**src/rtl/cpu_reg_bank_pkg.sv**
```systemverilog
// Shared types and helpers for the CPU register bank: FSM state encoding,
// the read-back pattern for bad addresses, and the byte-address decoder.
package cpu_reg_bank_pkg;

  typedef enum logic [1:0] {
    IDLE = 2'd0,
    WAIT = 2'd1,
    DONE = 2'd2
  } state_t;

  // Read-back pattern for illegal addresses, replicated/truncated to the data width by the user.
  localparam logic [31:0] ERR_READ_DATA = 32'hDEAD_BEEF;

  typedef struct packed {
    logic        valid;
    logic [31:0] index;
  } decode_t;

  // Byte address -> register index. Valid only when the address is at or above base,
  // aligned to the register size (2**shift bytes) and inside the bank.
  function automatic decode_t addr_to_index(input logic [63:0] addr,
                                            input logic [63:0] base,
                                            input int unsigned shift,
                                            input int unsigned num_regs);
    decode_t     d;
    logic [63:0] offset;
    logic [63:0] mask;
    logic [63:0] idx_full;
    offset   = addr - base;
    mask     = (64'd1 << shift) - 64'd1;
    idx_full = offset >> shift;
    d.index  = idx_full[31:0];
    d.valid  = (addr >= base) && ((offset & mask) == 64'd0) && (idx_full < 64'(num_regs));
    return d;
  endfunction

endpackage

```
**src/rtl/cpu_reg_bank_ctrl.sv**
```systemverilog
// Access sequencer for the CPU register bank: accepts one request at a time,
// waits a fixed number of cycles and emits a single completion pulse.
//
//   state | meaning
//   ------+-------------------------------------------------------------
//   IDLE  | ready for a request (ready=1 from the first edge after reset)
//   WAIT  | request accepted, down-counter running towards terminal count
//   DONE  | completion pulse cycle; returns to IDLE on the next edge
module cpu_reg_bank_ctrl
  import cpu_reg_bank_pkg::*;
#(
  parameter int unsigned WAIT_CYCLES = 2
) (
  input  logic clk,
  input  logic rst_n,
  input  logic req,
  output logic accept,
  output logic enter_done,
  output logic ready,
  output logic complete
);

  localparam logic [3:0] CNT_LOAD = (WAIT_CYCLES == 0) ? 4'd0 : 4'(WAIT_CYCLES - 1);
  localparam logic       NO_WAIT  = (WAIT_CYCLES == 0);

  state_t     state;
  logic [3:0] cnt;

  // Acceptance and the DONE-entry strobe used by the datapath to update read data.
  always_comb begin
    accept     = req & ready;
    enter_done = 1'b0;
    if ((state == IDLE) && accept && NO_WAIT)
      enter_done = 1'b1;
    if ((state == WAIT) && (cnt == 4'd0))
      enter_done = 1'b1;
  end

  // Sequencer with registered ready/complete outputs.
  always_ff @(posedge clk or negedge rst_n) begin
    if (!rst_n) begin
      state    <= IDLE;
      cnt      <= 4'd0;
      ready    <= 1'b0;
      complete <= 1'b0;
    end else begin
      ready    <= 1'b0;
      complete <= 1'b0;
      case (state)
        IDLE: begin
          if (accept) begin
            if (NO_WAIT) begin
              state    <= DONE;
              complete <= 1'b1;
            end else begin
              state <= WAIT;
              cnt   <= CNT_LOAD;
            end
          end else begin
            ready <= 1'b1;
          end
        end
        WAIT: begin
          if (cnt == 4'd0) begin
            state    <= DONE;
            complete <= 1'b1;
          end else begin
            cnt <= cnt - 4'd1;
          end
        end
        DONE: begin
          state <= IDLE;
          ready <= 1'b1;
        end
        default: state <= IDLE;
      endcase
    end
  end

endmodule

```
**src/rtl/cpu_reg_bank.sv**
```systemverilog
// CPU register bank target on the destination-clock CPU bus.
// Holds NUM_REGS software registers exported flat on reg_q and answers each
// accepted access with a completion pulse after WAIT_CYCLES extra cycles.
// Optional feature macro: CPU_REG_BANK_ERR_EN adds cpu_m_access_error and
// returns the DEADBEEF pattern for reads of illegal addresses.
module cpu_reg_bank
  import cpu_reg_bank_pkg::*;
#(
  parameter int unsigned              ADDR_WIDTH  = 32,
  parameter int unsigned              DATA_WIDTH  = 32,
  parameter int unsigned              NUM_REGS    = 16,
  parameter logic [ADDR_WIDTH-1:0]    BASE_ADDR   = '0,
  parameter int unsigned              WAIT_CYCLES = 2,
  parameter logic [DATA_WIDTH-1:0]    RESET_VAL   = '0
) (
  input  logic                           cpu_m_clk,
  input  logic                           cpu_m_reset,
  input  logic                           cpu_m_write,
  input  logic                           cpu_m_read,
  input  logic [ADDR_WIDTH-1:0]          cpu_m_address,
  input  logic [DATA_WIDTH-1:0]          cpu_m_write_data,
  output logic [DATA_WIDTH-1:0]          cpu_m_read_data,
  output logic                           cpu_m_access_ready,
  output logic                           cpu_m_access_complete,
`ifdef CPU_REG_BANK_ERR_EN
  output logic                           cpu_m_access_error,
`endif
  output logic [NUM_REGS*DATA_WIDTH-1:0] reg_q
);

  localparam int unsigned BYTES = DATA_WIDTH / 8;
  localparam int unsigned SHIFT = $clog2(BYTES);
  localparam int unsigned IDX_W = (NUM_REGS > 1) ? $clog2(NUM_REGS) : 1;

`ifdef CPU_REG_BANK_ERR_EN
  function automatic logic [DATA_WIDTH-1:0] err_word();
    logic [DATA_WIDTH-1:0] w;
    for (int i = 0; i < int'(DATA_WIDTH); i++)
      w[i] = ERR_READ_DATA[i % 32];
    return w;
  endfunction
  localparam logic [DATA_WIDTH-1:0] BAD_WORD = err_word();
`else
  localparam logic [DATA_WIDTH-1:0] BAD_WORD = '0;
`endif

  logic [DATA_WIDTH-1:0] regs [NUM_REGS];
  decode_t               dec;
  logic [IDX_W-1:0]      idx;
  logic                  unused_idx_bits;
  logic                  accept;
  logic                  enter_done;
  logic [DATA_WIDTH-1:0] live_rdata;
  logic                  live_rd_op;
  logic                  rd_op_q;
  logic [DATA_WIDTH-1:0] rd_data_q;
  logic                  done_rd_op;
  logic [DATA_WIDTH-1:0] done_rdata;

  assign dec             = addr_to_index(64'(cpu_m_address), 64'(BASE_ADDR), SHIFT, NUM_REGS);
  assign idx             = dec.index[IDX_W-1:0];
  assign unused_idx_bits = ^dec.index;

  cpu_reg_bank_ctrl #(
    .WAIT_CYCLES (WAIT_CYCLES)
  ) u_ctrl (
    .clk        (cpu_m_clk),
    .rst_n      (cpu_m_reset),
    .req        (cpu_m_write | cpu_m_read),
    .accept     (accept),
    .enter_done (enter_done),
    .ready      (cpu_m_access_ready),
    .complete   (cpu_m_access_complete)
  );

  // Read mux for the addressed register; illegal addresses read back BAD_WORD.
  always_comb begin
    live_rdata = BAD_WORD;
    if (dec.valid)
      live_rdata = regs[idx];
  end

  // A simultaneous write wins, so only a pure read returns data.
  assign live_rd_op = cpu_m_read & ~cpu_m_write;

  // With zero wait the access completes on its acceptance edge, so use live values then.
  assign done_rd_op = accept ? live_rd_op : rd_op_q;
  assign done_rdata = accept ? live_rdata : rd_data_q;

  // Register array: written on the acceptance edge for legal addresses only.
  always_ff @(posedge cpu_m_clk or negedge cpu_m_reset) begin
    if (!cpu_m_reset) begin
      for (int k = 0; k < int'(NUM_REGS); k++)
        regs[k] <= RESET_VAL;
    end else if (accept && cpu_m_write && dec.valid) begin
      regs[idx] <= cpu_m_write_data;
    end
  end

  // Capture the read operation and its data at acceptance.
  always_ff @(posedge cpu_m_clk or negedge cpu_m_reset) begin
    if (!cpu_m_reset) begin
      rd_op_q   <= 1'b0;
      rd_data_q <= '0;
    end else if (accept) begin
      rd_op_q   <= live_rd_op;
      rd_data_q <= live_rdata;
    end
  end

  // Read data changes only when a read completes; writes leave it untouched.
  always_ff @(posedge cpu_m_clk or negedge cpu_m_reset) begin
    if (!cpu_m_reset)
      cpu_m_read_data <= '0;
    else if (enter_done && done_rd_op)
      cpu_m_read_data <= done_rdata;
  end

`ifdef CPU_REG_BANK_ERR_EN
  logic live_err;
  logic err_q;

  assign live_err = ~dec.valid | (cpu_m_read & cpu_m_write);

  // Error flag captured at acceptance and presented only alongside the completion pulse.
  always_ff @(posedge cpu_m_clk or negedge cpu_m_reset) begin
    if (!cpu_m_reset) begin
      err_q              <= 1'b0;
      cpu_m_access_error <= 1'b0;
    end else begin
      if (accept)
        err_q <= live_err;
      cpu_m_access_error <= enter_done ? (accept ? live_err : err_q) : 1'b0;
    end
  end
`endif

  for (genvar g = 0; g < int'(NUM_REGS); g++) begin : g_regq
    assign reg_q[g*DATA_WIDTH +: DATA_WIDTH] = regs[g];
  end

endmodule
```
**config.mk**
```make
export PLATFORM = sky130hd
export DESIGN_NAME = cpu_reg_bank
export DESIGN_NICKNAME = d
export VERILOG_FILES = /design/src/rtl/cpu_reg_bank_pkg.sv /design/src/rtl/cpu_reg_bank_ctrl.sv /design/src/rtl/cpu_reg_bank.sv
export SDC_FILE = /design/constraint.sdc
export NUM_CORES = 1
export LEC_CHECK = 0
export CAP_MARGIN = 40
export CORE_AREA = 2 2 238 240
export CTS_CLUSTER_DIAMETER = 30
export CTS_CLUSTER_SIZE = 10
export DETAILED_ROUTE_END_ITERATION = 7
export DIE_AREA = 0 0 240 242
export GPL_ROUTABILITY_DRIVEN = 0
export GPL_TIMING_DRIVEN = 1
export PLACE_DENSITY = 0.77
export SYNTH_ARGS = -nofsm -noshare
export SYNTH_HDL_FRONTEND = slang
export SYNTH_HIERARCHICAL = 1
export SYNTH_SLANG_ARGS = --single-unit
```
**constraint.sdc**
```tcl
create_clock -name cpu_m_clk -period 6.4 [get_ports cpu_m_clk]
set_input_delay 1.28 -clock cpu_m_clk [delete_from_list [all_inputs] [get_ports cpu_m_clk]]
set_output_delay 1.28 -clock cpu_m_clk [all_outputs]
set_load 0.005 [all_outputs]
```
==> impl_metrics.json, run 1 <==
{
  "crit_chain": "clkdlybuf4s50_1 -> or2_2 -> and2_2 -> nor4b_1 -> nand4_2 -> buf_4 -> nor4_4 -> buf_4 -> mux2_2",
  "worstSetupStartpointType": "input pin",
  "core_mm2": 0.0557,
  "dp_hpwl_um": 64100,
  "period_share_pct": 62.4,
  "dr.first_iter.drc_count": 1255,
  "post_cts.repair.setup_buffers": 0,
  "route.detailed.drc": 0,
  "end_kind": "flip-flop",
  "initial_utilization_pct": 47.3,
  "die_h_um": 242,
  "n_fill_cell": 3872,
  "worst_pin_slew_ps": 938,
  "ios": 614,
  "rsz0062_at_grt": "false",
  "grt_max_degree": 170,
  "yosysWarnings": 6,
  "avgRoutedWirePerCell_um": 29.7,
  "drv_cap": 0,
  "grt_pass1_vias": 20300,
  "cts_resized": 0,
  "ant_nets": 0,
  "clock-sinks": 585,
  "status": "complete, no violations",
  "antenna_found_initial": 2,
  "synth.cell_area_mm2": 0.0264,
  "setup_viol": 0,
  "viasPerCell": 5.95,
  "port_buffers": 613,
  "fin_area_mm2": 0.0382,
  "tns_ps": 0,
  "syn_area_per_cell_um2": 15.4,
  "routed_wl_um": 95700,
  "required_ps": 6970,
  "cts_tree": "built",
  "yosysMostFrequentCell": "dfrtp_1",
  "grt_usage_pct": 33.3,
  "htreeDepth": 4,
  "clock.fmax_mhz": 250,
  "critPathArrivalTime_ps": 4570,
  "synthArstFlopShare_pct": 100,
  "ir_worst_vdd_mv": 0.257,
  "insertion_delay_ps": 700,
  "clock_skew_ps": 25.0,
  "finalNonFillerCells": 3220,
  "vias": 19200,
  "ys_types": 44,
  "holdBufCountCts": 0,
  "finalMaxSlewViolations": 0,
  "synth_area_leaders": "dfrtp_1, mux2_2, mux4_2, mux2_1, a22o_1",
  "syn_nets": 1777,
  "period_minus_slack_ps": 4000,
  "synth_common_cells": "dfrtp_1, mux2_2, mux4_2, clkbuf_1, a22o_1",
  "final_nets": 2426,
  "powerDensity_mw_per_mm2": 308,
  "drive_gt1_share_pct": 36.6,
  "slowest_stage": "clkdlybuf4s50_1",
  "ys_seq_elements": 585,
  "seqCellArea_mm2": 0.0146,
  "multi_input_area_mm2": 0.0109,
  "cp.buffers_inverters": 3,
  "crit_top_cell": "buf_4",
  "critPathMaxStageDelay_ps": 580,
  "synth_flop_cell": "dfrtp_1",
  "grt_pass1_wl_um": 140000,
  "postPlaceCellArea_mm2": 0.0333,
  "slew_headroom_pct": 37.5,
  "post-place-cells": 2977,
  "syn-instance-count": 1707,
  "cp_max_fo": 32,
  "criticalPathCategory": "input pin to flip-flop",
  "ys_seq_area_share_pct": 55.5,
  "synth_edf_count": 0,
  "syn_to_final_growth_pct": 44.8,
  "grt_overflow": 0,
  "synth_top_area_share_pct": 55.5,
  "cts_buffers": 133,
  "synth_top_area_cell": "dfrtp_1",
  "p_leak_uw": 0.0175,
  "clkSlewWorstSetupHoldPaths_ps": 40,
  "hp-class": "flip-flop to flip-flop",
  "path_delay_family": "buffers and inverters",
  "first_pass_iters": 5,
  "rows": 87,
  "die_width_um": 240,
  "hold_viol": 0,
  "die-area_mm2": 0.0581,
  "root_buffer": "clkbuf_16",
  "cts_buffer_depth": 3
}
metrics by stage:
stage	setup WS (ps)	util, %	total power, uW	hold slack (ps)
after global placement	1830	59.5	4470	472
after CTS	2440	68.5	11800	499
after detailed placement	1680	59.8	4520	486
final	2400	68.5	11800	491
after floorplan	2910	-	4150	467
after global routing	2230	68.5	12100	530
cells by family after synthesis:
| family | after synthesis | synth area share (%) |
|---|---|---|
| fa+ha+maj | 2 | 0.0949 |
| buf+inv | 186 | 3.40 |
| simple gates | 121 | 3.66 |
| flops | 585 | 55.5 |
| mux | 647 | 33.1 |
| compound gates | 166 | 4.25 |
worst register-to-register path, cell delays in order, from the launching register on:
cell	delay (ps)
dfrtp_1	380
and2_2	170
nor4b_1	290
nand4_2	400
buf_4	410
nor4_4	290
buf_4	560
mux2_2	420
path summary, 6_finish.rpt:
check,startpoint,endpoint,slack [ps],cells past startpoint
max in group asynchronous,cpu_m_reset,reg_q[55],4380,2
max reg2reg,u_ctrl/ready,reg_q[112],3350,7
min,cpu_m_read_data[0],cpu_m_read_data[0],490,2
max,cpu_m_write,reg_q[112],2400,9
min in group asynchronous,cpu_m_reset,reg_q[104],610,1
min reg2reg,cpu_m_read_data[0],cpu_m_read_data[0],490,2
cell type report:
| cell class | count | area share (%) |
|---|---|---|
| well taps | 756 | 2.48 |
| clock buffers | 171 | 10.0 |
| repair buffers | 662 | 17.4 |
| flip-flops and latches | 585 | 38.4 |
| clock inverters | 70 | 2.73 |
| diodes | 2 | 0.0131 |
| multi-input cells | 936 | 28.6 |
| inverters | 38 | 0.374 |
state kept, by name (all words and copies together) (netlist names):
name / cells
u_ctrl/ready: 1
cpu_m_read_data: 32
rd_data_q: 32
rd_op_q: 1
u_ctrl/cnt: 4
reg_q: 512
u_ctrl/state: 2
u_ctrl/complete: 1
cell usage in the layout, fill, tap and decap left out, drive strengths merged, types with 31 or more instances in the layout:
cell	instances
o22ai	33
clkbuf	171
dfrtp	585
inv	43
and4b	31
mux4	127
clkinv	32
a22o	62
mux2	513
clkdlybuf4s50	610
a21oi	33
nor2	33
buf	52
o21ai	34
power by group:
part	switching (uW)	internal [uW]
Sequential	57.5	3760
Combinational	420	240
Clock	2170	5120
Total	2650	9120
per-layer routing:
metal | wire (um) | share of wire [%] | GRT usage, % | up-vias
li1 | - | - | - | 7761
met1 | 37800 | 39 | 42.3 | 10200
met2 | 45400 | 47 | 51.3 | 945
met3 | 7200 | 7.5 | 10.0 | 234
met4 | 5330 | 5.6 | 17.8 | 0
met5 | 0 | 0 | 0 | -
No activity file was read; power rests on OpenSTA's default activity.
==> run 2, diff against run 1 <==
--- a/config.mk
+++ b/config.mk
@@ -6,11 +6,11 @@
 export NUM_CORES = 1
 export LEC_CHECK = 0
 export CAP_MARGIN = 40
-export CORE_AREA = 2 2 238 240
+export CORE_MARGIN = 1
+export CORE_UTILIZATION = 46
 export CTS_CLUSTER_DIAMETER = 30
 export CTS_CLUSTER_SIZE = 10
 export DETAILED_ROUTE_END_ITERATION = 7
-export DIE_AREA = 0 0 240 242
 export GPL_ROUTABILITY_DRIVEN = 0
 export GPL_TIMING_DRIVEN = 1
 export PLACE_DENSITY = 0.77
==> constraint.sdc (replaced) <==
create_clock -name cpu_m_clk -period 3.5 [get_ports cpu_m_clk]
set_input_delay 0.7 -clock cpu_m_clk [delete_from_list [all_inputs] [get_ports cpu_m_clk]]
set_output_delay 0.7 -clock cpu_m_clk [all_outputs]
set_load 0.005 [all_outputs]
==> run 2 against run 1 <==
Against the previous run: utilization shrank 0.68 points; flip-flop and latch count is the same; worst setup slack lost 1800 ps; wire length is essentially flat; via count grew 0.43%; sequential power grew 82%; worst hold slack lost 430 ps; highest routed layer unchanged.
==> impl_metrics.json, run 2 (same netlist as run 1, synthesis figures left out) <==
{
  "clock-sinks": 585,
  "p_leak_uw": 0.0175,
  "post-place-cells": 3018,
  "met2_length_um": 45900,
  "mostFrequentLayoutCells": "clkdlybuf4s50_1, dfrtp_1, mux2_2",
  "syn_to_final_growth_pct": 45.3,
  "critPathArrivalTime_ps": 3490,
  "dr.max_layer_used": "met4",
  "dp_hpwl_um": 66300,
  "cp_max_fo": 19,
  "clock.fmax_mhz": 340,
  "p_total_uw": 20400,
  "route.met3.wl_um": 8550,
  "cts_tree": "built",
  "rrSetupSlack_ps": 810,
  "grt_pass1_vias": 20400,
  "fin_util_pct": 67.8,
  "core_mm2": 0.0565,
  "powerDensity_mw_per_mm2": 532,
  "status": "complete, no violations",
  "period_share_pct": 84.0,
  "worst_pin_slew_ps": 954,
  "ios": 614,
  "end_kind": "flip-flop",
  "die_h_um": 241,
  "largest_reg_flops": 512,
  "cts_resized": 0,
  "setup_viol": 0,
  "worstSetupStartpointType": "input pin",
  "viasPerCell": 5.92,
  "antenna_found_initial": 2,
  "dr.first_iter.drc_count": 1425,
  "grt_usage_pct": 33.1,
  "holdBufCountCts": 0,
  "insertion_delay_ps": 680,
  "required_ps": 4050,
  "final_nets": 2454,
  "hp-class": "input pin to async pin",
  "ant_nets": 0,
  "htreeDepth": 3,
  "avgRoutedWirePerCell_um": 29.5,
  "routed_wl_um": 95800,
  "port_buffers": 613,
  "criticalPathCategory": "input pin to flip-flop",
  "initial_utilization_pct": 46.7,
  "root_buffer": "clkbuf_16",
  "cts_buffer_depth": 3,
  "hold_viol": 0,
  "drv_cap": 0,
  "clkSlewWorstSetupHoldPaths_ps": 50,
  "clock_skew_ps": 32.1,
  "first_pass_iters": 5,
  "rows": 87,
  "rsz0062_at_grt": "false",
  "post_cts.repair.setup_buffers": 0,
  "die-area_mm2": 0.0583,
  "n_fill_cell": 3713,
  "grt_max_degree": 80,
  "wl_met1_um": 36500,
  "grt_overflow": 0,
  "grt_pass1_wl_um": 140000,
  "cts_buffers": 120,
  "period_minus_slack_ps": 2940,
  "mostFrequentLayoutCell": "clkdlybuf4s50_1",
  "die_width_um": 241,
  "route.detailed.drc": 0,
  "ir_worst_vdd_mv": 0.509,
  "vias": 19200,
  "slew_headroom_pct": 36.2,
  "finalMaxSlewViolations": 0,
  "finalNonFillerCells": 3248,
  "holdWs_ps": 58.7,
  "drive_gt1_share_pct": 37.1
}
[run 2: per-layer routing]
layer	track usage (%)	up-vias
li1	-	7839
met1	41.7	10100
met2	52.4	1004
met3	10.2	260
met4	15.2	0
met5	0	-
[run 2: per-stage QoR]
stage | setup slack (ps) | area, um2 | TNS [ps]
3_3_place_gp | -73.0 | 33900 | -2310
5_1_grt | 522 | 38300 | 0
6_report | 559 | 38300 | 0
4_1_cts | 600 | 38300 | 0
2_1_floorplan | 594 | 26400 | 0
3_5_place_dp | -47.0 | 33900 | -453
[run 2: power by group]
group	internal, uW	switching [uW]	total [uW]
registers	6870	76.7	6950
logic	440	798	1240
clock network	8280	3930	12200
[run 2: path summary, 6_finish.rpt]
path	end	start	depth (start not counted)
max	reg_q[188]	cpu_m_write	9
min	reg_q[508]	cpu_m_reset	1
max reg2reg	reg_q[188]	u_ctrl/ready	7
min reg2reg	cpu_m_read_data[6]	cpu_m_read_data[6]	2
max in group asynchronous	reg_q[395]	cpu_m_reset	3
min in group cpu_m_clk	cpu_m_read_data[6]	cpu_m_read_data[6]	2
[run 2: area by class of cell]
class                      count  area (um2)  share of cell area [%]
sequential                   585       14600                    38.2
multi-input combinational    936       10900                    28.5
timing repair buffer         703        7240                    18.9
clock buffer                 151        3280                    8.56
clock inverter                77        1130                    2.94
tap                          756         946                    2.47
inverter                      38         143                   0.372
antenna                        2        5.00                  0.0131
[run 2: worst max-delay path: stages]
cell and delay, ps:
clkdlybuf4s50_1 480, or2_2 140, and2_2 170, nor4b_1 310, nand4_2 280, buf_12 270
nor4_4 390, buf_4 340, mux2_2 380
